<file path="src/rtl/clk_div_switch_pkg.sv">
// Shared definitions for the glitch-free clock divider/gater: state encoding,
// reserved ratio values and the high-phase length helper.
package clk_div_switch_pkg;

    typedef enum logic {
        ST_OFF = 1'b0,
        ST_RUN = 1'b1
    } state_t;

    localparam int DIV_OFF  = 0;
    localparam int DIV_PASS = 1;

    // High-phase length (in source cycles) of a divide-by-n period.
    function automatic logic [31:0] div_high(input logic [31:0] n);
        return n >> 1;
    endfunction

endpackage

</file>
<file path="src/rtl/clk_gate_cell.sv">
// Glitch-free clock gate: posedge enable flop, negedge re-time flop, AND.
// The enable seen by the AND only changes while clk is low.
module clk_gate_cell (
    input  logic clk,
    input  logic rstn,
    input  logic en,
    output logic gclk
);

    logic en_p;
    logic en_n;

    always_ff @(posedge clk or negedge rstn) begin
        if (!rstn) en_p <= 1'b0;
        else       en_p <= en;
    end

    always_ff @(negedge clk or negedge rstn) begin
        if (!rstn) en_n <= 1'b0;
        else       en_n <= en_p;
    end

    assign gclk = clk & en_n;

endmodule

</file>
<file path="src/rtl/clk_div_switch.sv">
// Glitch-free programmable clock divider/gater (pass, divide-by-N, stopped).
// Optional macro CLK_DIV_DUTY50_EN: half-cycle stretch giving 50% duty for odd N.
module clk_div_switch
    import clk_div_switch_pkg::*;
#(
    parameter int DIV_W   = 4,
    parameter int DIV_RST = 1
) (
    input  logic             clk,
    input  logic             rstn,
    input  logic             clk_en,
    input  logic             div_req,
    input  logic [DIV_W-1:0] div_val,
    output logic             div_ack,
    output logic [DIV_W-1:0] div_cur,
    output logic             clk_on,
    output logic             clk_out
);

    localparam logic [DIV_W-1:0] N_OFF  = DIV_W'(DIV_OFF);
    localparam logic [DIV_W-1:0] N_PASS = DIV_W'(DIV_PASS);
    localparam logic [DIV_W-1:0] N_ONE  = DIV_W'(1);

    state_t           state, state_nxt;
    logic [DIV_W-1:0] cnt, cnt_nxt;
    logic [DIV_W-1:0] div_nxt;
    logic [DIV_W-1:0] hi_cnt;
    logic             hold, hold_nxt;
    logic             ack_nxt;
    logic             div_q, div_q_nxt;
    logic             pass_en;
    logic             pass_clk;
    logic             take;
    logic             boundary;

    assign hi_cnt   = DIV_W'(div_high(32'(div_cur)));
    // A request still high during its own ack cycle is the old one, not a new one.
    assign take     = div_req & ~div_ack;
    assign boundary = (state == ST_OFF) || (!hold && (cnt == div_cur - N_ONE));

    always_comb begin
        state_nxt = state;
        cnt_nxt   = cnt;
        div_nxt   = div_cur;
        hold_nxt  = 1'b0;
        ack_nxt   = 1'b0;
        div_q_nxt = 1'b0;
        pass_en   = 1'b0;

        if (state == ST_RUN && !hold) begin
            div_q_nxt = (cnt < hi_cnt);
            cnt_nxt   = cnt + N_ONE;
        end

        if (boundary) begin
            cnt_nxt = '0;
            if (take) begin
                div_nxt = div_val;
                ack_nxt = 1'b1;
            end
            if (!clk_en || div_nxt == N_OFF) begin
                state_nxt = ST_OFF;
            end else begin
                state_nxt = ST_RUN;
                // One idle cycle before the first pass pulse and between pass and divide.
                hold_nxt = (state == ST_OFF) ? (div_nxt == N_PASS)
                                             : (div_cur == N_PASS && div_nxt != N_PASS);
            end
        end

        pass_en = (state == ST_RUN) && (state_nxt == ST_RUN) && (div_nxt == N_PASS);
    end

    always_ff @(posedge clk or negedge rstn) begin
        if (!rstn) begin
            state   <= ST_OFF;
            cnt     <= '0;
            div_cur <= DIV_W'(DIV_RST);
            div_ack <= 1'b0;
            hold    <= 1'b0;
            div_q   <= 1'b0;
        end else begin
            state   <= state_nxt;
            cnt     <= cnt_nxt;
            div_cur <= div_nxt;
            div_ack <= ack_nxt;
            hold    <= hold_nxt;
            div_q   <= div_q_nxt;
        end
    end

    clk_gate_cell u_pass_gate (
        .clk  (clk),
        .rstn (rstn),
        .en   (pass_en),
        .gclk (pass_clk)
    );

    assign clk_on = (state == ST_RUN);

`ifdef CLK_DIV_DUTY50_EN
    logic div_n;
    logic odd_div;

    assign odd_div = div_cur[0] && (div_cur != N_PASS);

    // Re-timed copy of div_q stretches the high phase by half a cycle.
    always_ff @(negedge clk or negedge rstn) begin
        if (!rstn) div_n <= 1'b0;
        else       div_n <= div_q & odd_div;
    end

    assign clk_out = pass_clk | div_q | div_n;
`else
    assign clk_out = pass_clk | div_q;
`endif

endmodule

</file>
<file path="config.mk">
export PLATFORM = sky130hd
export DESIGN_NAME = clk_div_switch
export DESIGN_NICKNAME = d
export VERILOG_FILES = /design/src/rtl/clk_div_switch_pkg.sv /design/src/rtl/clk_gate_cell.sv /design/src/rtl/clk_div_switch.sv
export SDC_FILE = /design/constraint.sdc
export NUM_CORES = 1
export LEC_CHECK = 0
export BUFFER_PORTS_ARGS = -buffer_cell sky130_fd_sc_hd__buf_2
export CORE_MARGIN = 1.5
export CORE_UTILIZATION = 25
export DETAILED_ROUTE_END_ITERATION = 10
export GPL_TIMING_DRIVEN = 0
export HOLD_SLACK_MARGIN = 0.08
export REMOVE_ABC_BUFFERS = 1
export SYNTH_ARGS = -nofsm -noshare
export SYNTH_HDL_FRONTEND = slang
export SYNTH_SLANG_ARGS = --single-unit
</file>
<file path="constraint.sdc">
create_clock -name clk -period 2.32 [get_ports clk]
set_input_delay 0.116 -clock clk [delete_from_list [all_inputs] [get_ports clk]]
set_output_delay 0.116 -clock clk [all_outputs]
set_load 0.02 [all_outputs]
</file>
; ---- Word-level counts from Yosys, hierarchy flattened
; Index checks and enable logic that the tools add are counted.
[op_classes]
n_lt_le_gt_ge = 1
mux = 13
bitwise = 5
add_sub_neg = 2
n_eq_ne = 5
reduce_logical = 11
[op_table]
columns = cell, count
row1 = 4-bit two-way mux, 5
row2 = "4-bit by 1-bit == test with 1-bit output, second input constant", 3
row3 = 1-bit two-way mux, 8
row4 = 1-bit logical AND, 5
row5 = "4-bit by 1-bit adder with 4-bit output, second input constant", 1
row6 = 4-bit == test, 1
row7 = 4-bit logical NOT, 1
row8 = 4-bit by 3-bit less-than comparator with 1-bit output, 1
row9 = "4-bit by 1-bit inequality test with 1-bit output, second input constant", 1
row10 = "4-bit by 1-bit subtractor with 4-bit output, second input constant", 1
row11 = 1-bit bitwise AND, 2
row12 = 1-bit logical NOT, 2
row13 = 1-bit logical OR, 2
row14 = 1-bit NOT, 2
row15 = 2-bit nonzero test, 1
row16 = 1-bit OR, 1
[word_totals]
register_bits = 14
in_bits = 8
output_inout_bits = 7
elab_cells = 45

; ---- Depth between registers and ports, before layout
[logic_depth]
ltp_word = 11
ltp_mapped = 7
ltp_nobuf = 7

; ---- Modules after synthesis
; From an unflattened synthesis, not the netlist that was laid out.
[hier_totals]
cells_unflattened = 84
area_unflattened_um2 = 877.1
[modules_own_cells]
columns = module, area_per_inst_um2, seq_area_each_um2, cells_per_inst, n_inst
row1 = clk_div_switch, 820.8, 301.5, 81, 1
row2 = clk_gate_cell, 56.3, 50.0, 3, 1

==> results.tsv <==
metric	value	unit
largest net degree at the start of global routing	15	
initial DRC count	25	
# rows	21	
dpl hpwl	1460	um
Cell Area, Placed	995	um^2
die area	3880	um^2
cell accounting for the most synthesized area	dfrtp_1	
die extent in y	62.3	um
Final min period	2.30	ns
die width	62.3	um
Hold WC Path Type	in -> async	
RSZ-0062 raised after global routing	true	
Post-Layout Cell Count	159	
Critical Path AT	2.18	ns
worst vdd ir	0.000673	V
design area	1150	um^2
Worst Tran Pin Value	0.410	ns
WP data required	2.20	ns
Finish-stage setup viols	0	
first-pass GRT wire length	3570	um
kind of cell adding the most delay to the critical path	flip-flops	
insertion delay to the later sink of the worst-skew pair	0.40	ns
Cells after Synth	84	
TritonCTS clock tree	done	
run status	finished clean	
PD cells	1630	nW/um^2
syn_area_per_cell	10.5	um^2
detailed-route DRC error count	0	
CP max FO	1	
Max Clk Rate	0.437	GHz
GP Congestion	0.829	
Placed Instances	142	
vias per cell	4.82	
crit-path cells	a21o_1 -> buf_6	
Starting Density	26.2	%
vias in the first global route	796	
Port Buffers	14	
crit path kind	reg -> out	
leading cell types by count after synthesis	dfrtp_1, nand2_1, nor3_1	
ys async rst share	100	%
ys flop type	dfrtp_1	
leakage	0.538	nW
post-synth top area share	34.1	%
area delta synth->final	31.3	%
CP startpoint	u_pass_gate.en_n$_DFF_NN0_	
worst reg2reg startpoint	div_cur[0]$_DFF_PN1_	
flops & latches, synth	14	
core area	3360	um^2
Reg area	352	um^2
Slew HR	72.6	%
Multi-input gate area	504	um^2
Crit. End Element	output port	
register area share after synthesis	40.0	%
vias	766	
R2R setup slack	0.03	ns
Congestion Overflow GR	0	
Final Max Tran Viols	0	
Routed Antenna Nets	0	
DR WL/cell	13.6	um
setup slack after layout	0.0206	ns
max-cap violations	0	
Critical Path Max Stage Delay	0.39	ns
Setup WS pre-CTS	-0.0175	ns
Ant. Diodes	0	
Synth Warn #	0	
Synth area leaders	dfrtp_1, ha_1, xnor2_1	
clock skew	0.0134	ns
worst hold slack	0.157	ns
slowest CP cell	dfrtn_1	
final-report hold violation count	0	
count leader, synth	dfrtp_1	
final wirelength	2160	um
I/O Pins	15	
initial antenna violation count	0	
crit path launch type	register	
setup tns final	0	ns
Synth Cell Area	880	um^2
Synth cell types	40	
period utilization	99.1	%
share of post-route cells with drive strength above 1	34.5	%
All-Layer GR Usage	11.9	%
FILL cells	368	
WP buf/inv	1	
First-pass DRT Iterations	4	
clock-pin slew on the worst setup and hold paths	0.10	ns
nets	127	
Post-synth EDFFs	0	
[kinds of logic after synthesis]
group                    after synthesis  synth area share (%)
adder cells (fa/ha/maj)                5                  7.11
XOR/XNOR                               8                  7.97
multiplexers                           4                  5.83
AND/OR/NAND/NOR                       30                  20.8
AO/OA/AOI/OAI                         16                  14.8
buffers and inverters                  7                  3.56
flip-flops                            14                  40.0
[power by group]
group / leakage [nW] / internal (mW) / switching [mW]
clock network: 0.0485 / 0.178 / 0.125
registers: 0.173 / 0.358 / 0.152
logic: 0.317 / 0.513 / 0.550
total: 0.538 / 1.05 / 0.827
[metal layers]
metal | vias to the layer above | global-route usage [%] | wire length [um]
met5 | - | 0 | 0
met4 | 0 | 4.72 | 43
met3 | 6 | 5.62 | 105
met2 | 23 | 20.2 | 1110
met1 | 372 | 12.6 | 899
li1 | 365 | - | -
[path summary, 6_finish.rpt]
kind | cells after the start | end
setup / recovery | 2 | clk_out
hold / removal | 2 | div_ack$_DFF_PN0_
setup reg to reg | 8 | u_pass_gate.en_p$_DFF_PN0_
hold reg to reg | 2 | div_cur[0]$_DFF_PN1_
max in group asynchronous | 2 | u_pass_gate.en_n$_DFF_NN0_
min in group clk | 4 | clk_on$_DFF_PN0_
[layout make-up]
class	instances	area share, %
inverters	5	1.63
flip-flops and latches	14	30.4
clock buffers	8	6.07
well taps	46	4.98
repair buffers	23	13.2
multi-input cells	63	43.7
[timing repair]
action / in CTS / in global routing
buffers inserted: 0 / 5
cloned: 0 / 0
pin swaps: 1 / 3
resized for setup: 3 / 1
setup endpoints to repair: 3 / 4
hold buffers: 5 / 0
endpoints found under the hold margin: 19 / 0
[registers in the layout, indices dropped and copies added (netlist names)]
name              cells
clk_on                1
hold                  1
u_pass_gate.en_n      1
cnt                   4
div_ack               1
u_pass_gate.en_p      1
div_q                 1
div_cur               4
[through the flow]
stage | util, % | total power [mW]
2_1_floorplan | - | 1.23
3_3_place_gp | 29.6 | 1.43
3_5_place_dp | 29.6 | 1.47
4_1_cts | 33.2 | 1.78
5_1_grt | 34.3 | 2.04
6_report | 34.3 | 1.88
[cells in the final DEF, fill, tap and decap left out, drive strengths merged, types with 3 or more instances in the layout]
cell type / count
clkbuf: 7
inv: 5
buf: 19
a21oi: 3
xor2: 3
nor3: 7
mux2: 3
dfrtp: 12
dlygate4sd3: 5
ha: 5
nand2: 7
xnor2: 5
[worst reg2reg max path: cells and delay by family, from the launching register on]
kind / cells / cell delay, ns
xor gates and xnor gates: 1 / 0.14
buffers and inverters: 2 / 0.22
adders and majority gates: 1 / 0.30
AOI/OAI and AO/OA: 2 / 0.47
DFF: 1 / 0.58
and+or+nand+nor: 2 / 0.46
Power figures use the tool's default switching activity.
